`src/rtl/stepper_pkg.sv`:
```
// Shared definitions for the stepper command path: FSM encoding, move
// result codes and default field widths.
package stepper_pkg;

   // Default widths; the top exposes these as overridable parameters.
   localparam int DEF_STEP_W = 16;
   localparam int DEF_PER_W  = 16;
   localparam int DEF_POS_W  = 24;

   // Sequencer states
   localparam logic [1:0] S_IDLE = 2'd0;
   localparam logic [1:0] S_RUN  = 2'd1;
   localparam logic [1:0] S_DONE = 2'd2;

   // Result of the last move, reported on status
   localparam logic [1:0] ST_OK    = 2'b00;
   localparam logic [1:0] ST_ABORT = 2'b01;
   localparam logic [1:0] ST_LIMIT = 2'b10;

endpackage

```
`src/rtl/sync_2ff.sv`:
```
// Two-flop synchroniser for asynchronous level inputs (limit switches).
module sync_2ff
   import stepper_pkg::*;
#(
   parameter int W = 1
) (
   input  logic         clk,
   input  logic         rst,
   input  logic [W-1:0] d,
   output logic [W-1:0] q
);

   logic [W-1:0] meta_q;
   logic [W-1:0] sync_q;

   // Two-stage capture; both stages clear to 0 so limits read inactive after reset.
   always_ff @(posedge clk or negedge rst) begin
      if (!rst) begin
         meta_q <= '0;
         sync_q <= '0;
      end else begin
         meta_q <= d;
         sync_q <= meta_q;
      end
   end

   assign q = sync_q;

endmodule

```
`src/rtl/step_move_sequencer.sv`:
```
// Move command sequencer in front of the 4-phase stepper driver: latches a
// move, emits one step strobe per period, tracks signed position and reports
// how each move ended (ok / aborted / limit).
module step_move_sequencer
   import stepper_pkg::*;
#(
   parameter int STEP_W = DEF_STEP_W,
   parameter int PER_W  = DEF_PER_W,
   parameter int POS_W  = DEF_POS_W
) (
   input  logic              clk,
   input  logic              rst,
   input  logic              cmd_valid,
   output logic              cmd_ready,
   input  logic              cmd_dir,
   input  logic [STEP_W-1:0] cmd_steps,
   input  logic [PER_W-1:0]  cmd_period,
   input  logic              abort,
   input  logic              lim_cw,
   input  logic              lim_ccw,
   input  logic              pos_clr,
   output logic              en,
   output logic              cw,
   output logic              step_stb,
   output logic              busy,
   output logic              done,
   output logic [1:0]        status,
   output logic [POS_W-1:0]  pos
);

   logic [1:0]        state_q, state_d;
   logic              dir_q, dir_d;
   logic [PER_W-1:0]  per_q, per_d;
   logic [PER_W-1:0]  cnt_q, cnt_d;
   logic [STEP_W-1:0] rem_q, rem_d;
   logic [1:0]        status_q, status_d;
   logic [POS_W-1:0]  pos_q, pos_d;

   logic lim_cw_s, lim_ccw_s;
   logic lim_hit;
   logic in_run;
   logic stb;
   logic accept;

   sync_2ff #(.W(1)) u_sync_cw (
      .clk (clk),
      .rst (rst),
      .d   (lim_cw),
      .q   (lim_cw_s)
   );

   sync_2ff #(.W(1)) u_sync_ccw (
      .clk (clk),
      .rst (rst),
      .d   (lim_ccw),
      .q   (lim_ccw_s)
   );

   // Only the limit in the direction of travel stops a move.
   assign lim_hit = dir_q ? lim_cw_s : lim_ccw_s;
   assign in_run  = (state_q == S_RUN);
   // Abort and limit both outrank the strobe in the same cycle.
   assign stb     = in_run && !abort && !lim_hit && (cnt_q == '0);
   // Held low during reset so nothing upstream sees a ready before release.
   assign cmd_ready = (state_q == S_IDLE) && rst;
   assign accept    = cmd_valid && cmd_ready;

   // Next-state: command latch, period countdown, step accounting, result code.
   always_comb begin
      state_d  = state_q;
      dir_d    = dir_q;
      per_d    = per_q;
      cnt_d    = cnt_q;
      rem_d    = rem_q;
      status_d = status_q;
      case (state_q)
         S_IDLE: begin
            if (accept) begin
               dir_d = cmd_dir;
               // A zero period would never count down; run it as one cycle.
               per_d = (cmd_period == '0) ? PER_W'(1) : cmd_period;
               cnt_d = per_d - PER_W'(1);
               rem_d = cmd_steps;
               if (cmd_steps == '0) begin
                  state_d  = S_DONE;
                  status_d = ST_OK;
               end else begin
                  state_d = S_RUN;
               end
            end
         end
         S_RUN: begin
            if (abort) begin
               state_d  = S_DONE;
               status_d = ST_ABORT;
            end else if (lim_hit) begin
               state_d  = S_DONE;
               status_d = ST_LIMIT;
            end else if (cnt_q == '0) begin
               cnt_d = per_q - PER_W'(1);
               rem_d = rem_q - STEP_W'(1);
               if (rem_q == STEP_W'(1)) begin
                  state_d  = S_DONE;
                  status_d = ST_OK;
               end
            end else begin
               cnt_d = cnt_q - PER_W'(1);
            end
         end
         S_DONE:  state_d = S_IDLE;
         default: state_d = S_IDLE;
      endcase
   end

   // Position follows the strobes one cycle later; clear wins over a step.
   always_comb begin
      pos_d = pos_q;
      if (pos_clr)
         pos_d = '0;
      else if (stb)
         pos_d = dir_q ? (pos_q + POS_W'(1)) : (pos_q - POS_W'(1));
   end

   // State registers; reset drops en at once and suppresses any done pulse.
   always_ff @(posedge clk or negedge rst) begin
      if (!rst) begin
         state_q  <= S_IDLE;
         dir_q    <= 1'b0;
         per_q    <= '0;
         cnt_q    <= '0;
         rem_q    <= '0;
         status_q <= ST_OK;
         pos_q    <= '0;
      end else begin
         state_q  <= state_d;
         dir_q    <= dir_d;
         per_q    <= per_d;
         cnt_q    <= cnt_d;
         rem_q    <= rem_d;
         status_q <= status_d;
         pos_q    <= pos_d;
      end
   end

   assign en       = in_run;
   assign cw       = dir_q;
   assign step_stb = stb;
   assign busy     = (state_q != S_IDLE);
   assign done     = (state_q == S_DONE);
   assign status   = status_q;
   // Two's-complement position; wraps naturally at the POS_W limits.
   assign pos      = pos_q;

endmodule

```
`config.mk`:
```
export PLATFORM = sky130hd
export DESIGN_NAME = step_move_sequencer
export DESIGN_NICKNAME = d
export VERILOG_FILES = /design/src/rtl/stepper_pkg.sv /design/src/rtl/sync_2ff.sv /design/src/rtl/step_move_sequencer.sv
export SDC_FILE = /design/constraint.sdc
export NUM_CORES = 1
export LEC_CHECK = 0
export CORE_MARGIN = 3
export CORE_UTILIZATION = 45
export CTS_BUF_LIST = sky130_fd_sc_hd__clkbuf_4 sky130_fd_sc_hd__clkbuf_8 sky130_fd_sc_hd__clkbuf_16
export DETAILED_ROUTE_END_ITERATION = 10
export PLACE_DENSITY_LB_ADDON = 0.08
export REMOVE_ABC_BUFFERS = 1
export SYNTH_ARGS = -nofsm -noshare
export SYNTH_HDL_FRONTEND = slang
export SYNTH_HIERARCHICAL = 1
export SYNTH_SLANG_ARGS = --single-unit
```
`constraint.sdc`:
```
create_clock -name clk -period 3.07 [get_ports clk]
set_clock_uncertainty 0.15 [all_clocks]
set_input_delay 0.4605 -clock clk [delete_from_list [all_inputs] [get_ports clk]]
set_output_delay 0.4605 -clock clk [all_outputs]
set_load 0.005 [all_outputs]
```
==> metrics <==
status=complete, no violations; Mapped Cells=636; Period Utilization, post-route=98.3%; Via density=5.84; max_cap viols=0; final core occ=61.0%; critical path arrival=3.09 ns; r2r endpoint=pos[22]$_DFFE_PN0P_; Yosys reg bits=81; crit-path max FO=4; Initial DRC Count=362; layout cell share with drive strength beyond 1=15.0%; die width=115 um; top cell type's share of synthesized area=38.0%; drt pass-1 iters=5; endpoints failing setup=0; GRT Util Overall=23.0%; Avg WL per Cell=17.3 um; # clock sinks=81; IO Pins=72; CTS root buffer=clkbuf_16; antenna cells=0; Residual DRC=0; number of synthesized flops with an enable pin=0; ys flop type=dfrtp_1; Clock Path Buffers=2; cell family with most CP delay=compound AO/OA/AOI/OAI gates; Least-Margin Pin Slew=0.633 ns; CTS tree=built; Worst-Skew Late Latency=0.34 ns; Yosys warning total=6; grt total ovfl=0; synth unique cells=63; sequential standard cell area=2030 um2; Final GP Congestion=0.915; share of flip-flops with an asynchronous set or reset=100%; area taken by multi-input logic gates=3330 um2; DIE AREA=13200 um2; slew margin rel.=57.8%; Fillers=1025; P_leak=0.00298 uW; Setup Crit Path Kind=reg -> reg; hold buffer count at cts=0; PnR worst setup slack=0.0521 ns; CTS Buf Count=9; Critical R2R Launch=cw$_DFFE_PN0P_; syn avg cell area=8.39 um2; vias in the first global route=4972; largest net degree at the start of global routing=48; Worst setup SP type=flop; Post-Syn Area=5340 um2; CP most frequent cell=o21a_1; Fin. Hold Viols=0; nature of the critical path endpoint=flop; ranking of synthesized cells by area=dfrtp_1, nand2_1, ha_1; Buffers on Ports=71; fin nets=804; dpl hpwl=10500 um; final count of pins violating max slew=0; pwr dens=790 nW/um2; Min Clock Period, post-route=3.02 ns; Initial Util=46.3%; CP bufs+invs=1; die span in y=115 um; initial antenna violation count=0; area leader, netlist=dfrtp_1; Post-DRT Antenna Nets=0; H-tree depth=3; global-route wire length before repair=24500 um; unrepaired setup endpoints after global routing=yes; area growth from synthesis to final layout=31.7%; setup slack, reg-to-reg=0.05 ns; clock slew at reported path FFs=0.06 ns; placeable core area=11500 um2; Slowest cell on crit path=dfrtp_2; hold crit path type=in -> async; via count=5167; Site Rows=39; Place WS=-0.133 ns; VDD IR max=0.313 mV; Max Fclk=0.331 GHz; DRT Wirelength=15300 um; sequence of cells on the critical path=buf_4 -> fa_2 -> nor2b_4 -> o21a_1 -> o21ai_2 -> a211o_4 -> a211oi_4 -> nor4_4 -> o21a_1 -> or3_1; slowest stage delay, CP=0.44 ns; register area share after synthesis=38.0%; WP data required=3.14 ns; Commonest cells post-synth=nand2_1, dfrtp_1, a21oi_1, o21ai_0, nor2_1; worst r2r path cells=10; count leader, synth=nand2_1
## cell type report
cell class                 count  area share [%]
tap                          143            2.55
clock inverter                 3           0.926
clock buffer                  12            3.62
timing repair buffer         121            15.6
inverter                      16           0.908
multi-input combinational    508            47.4
sequential                    81            28.9
timing repair inverter         1           0.107
## per-stage QoR
| step | TNS (ns) | total power, uW | area [um2] | instances | hold slack, ns |
|---|---|---|---|---|---|
| floorplan | -13.47 | 3240 | 5170 | 605 | 0.0149 |
| global placement | -0.00542 | 4060 | 6390 | 863 | 0.183 |
| detailed placement | -0.168 | 4150 | 6390 | 863 | 0.185 |
| CTS | -0.0412 | 5400 | 6750 | 881 | 0.0600 |
| global route | -0.140 | 5960 | 7030 | 885 | 0.0864 |
| finish | 0 | 5550 | 7030 | 885 | 0.0461 |
## cells by family after synthesis
family	share of synthesized area, %
AO/OA/AOI/OAI	23.2
XOR/XNOR	3.94
adder cells (fa/ha/maj)	6.24
buffers and inverters	4.20
flip-flops	38.0
multiplexers	0.586
AND/OR/NAND/NOR	23.9
## how the worst max path moves through the flow
stage | to | start | slack, ns | cells after the start
after global placement | pos[23]$_DFFE_PN0P_ | cw$_DFFE_PN0P_ | -0.005 | 10
after CTS | pos[23]$_DFFE_PN0P_ | cw$_DFFE_PN0P_ | -0.04 | 10
after floorplan | pos[22]$_DFFE_PN0P_ | state_q[1]$_DFFE_PN0P_ | -0.62 | 7
final | pos[22]$_DFFE_PN0P_ | cw$_DFFE_PN0P_ | 0.05 | 10
after global routing | pos[22]$_DFFE_PN0P_ | cw$_DFFE_PN0P_ | -0.05 | 10
after detailed placement | pos[23]$_DFFE_PN0P_ | cw$_DFFE_PN0P_ | -0.13 | 10
## what timing repair did
item / 4_1_cts / 5_1_grt
gates cloned: 1 / 0
pin swaps: 0 / 21
setup endpoints to repair: 4 / 9
gates resized for setup: 7 / 44
setup buffers: 2 / 5
## per-layer routing
metal	vias up	wire [um]	track usage, %
met3	21	711	3.42
met2	146	7050	35.9
met4	0	285	8.61
met1	2478	7280	32.5
met5	-	0	0
li1	2522	-	-
## flip-flops by register name, indices dropped and copies added (netlist names)
signal / cells
status: 2
cw: 1
u_sync_ccw/q: 1
u_sync_cw/meta_q: 1
cnt_q: 16
per_q: 16
state_q: 2
u_sync_ccw/meta_q: 1
pos: 24
rem_q: 16
u_sync_cw/q: 1
## layout by cell type, fill, tap and decap left out, drive strengths merged, types with 5 or more instances in the layout
cell / netlist / routed
dfrtp: 81 / 81
o21ai: 61 / 61
xnor2: 17 / 17
nand3: 9 / 9
nor2: 38 / 38
inv: 16 / 15
nor3: 25 / 25
clkbuf: 16 / 12
a21o: 10 / 10
ha: 25 / 25
a31oi: 10 / 10
nor4: 18 / 18
a311oi: 6 / 6
a22oi: 6 / 6
nand2: 113 / 113
a211o: 6 / 6
nand2b: 5 / 5
clkdlybuf4s50: 0 / 70
nand3b: 13 / 13
o21a: 9 / 9
o22ai: 5 / 5
buf: 15 / 51
a211oi: 10 / 10
xor2: 7 / 7
a21oi: 52 / 52
or3: 5 / 5
nor2b: 8 / 8
## power by group
part,switching [uW],internal (uW)
Combinational,1500,1130
Sequential,327,1410
Clock,434,747
Note: power is estimated with default switching activity, not from simulation.
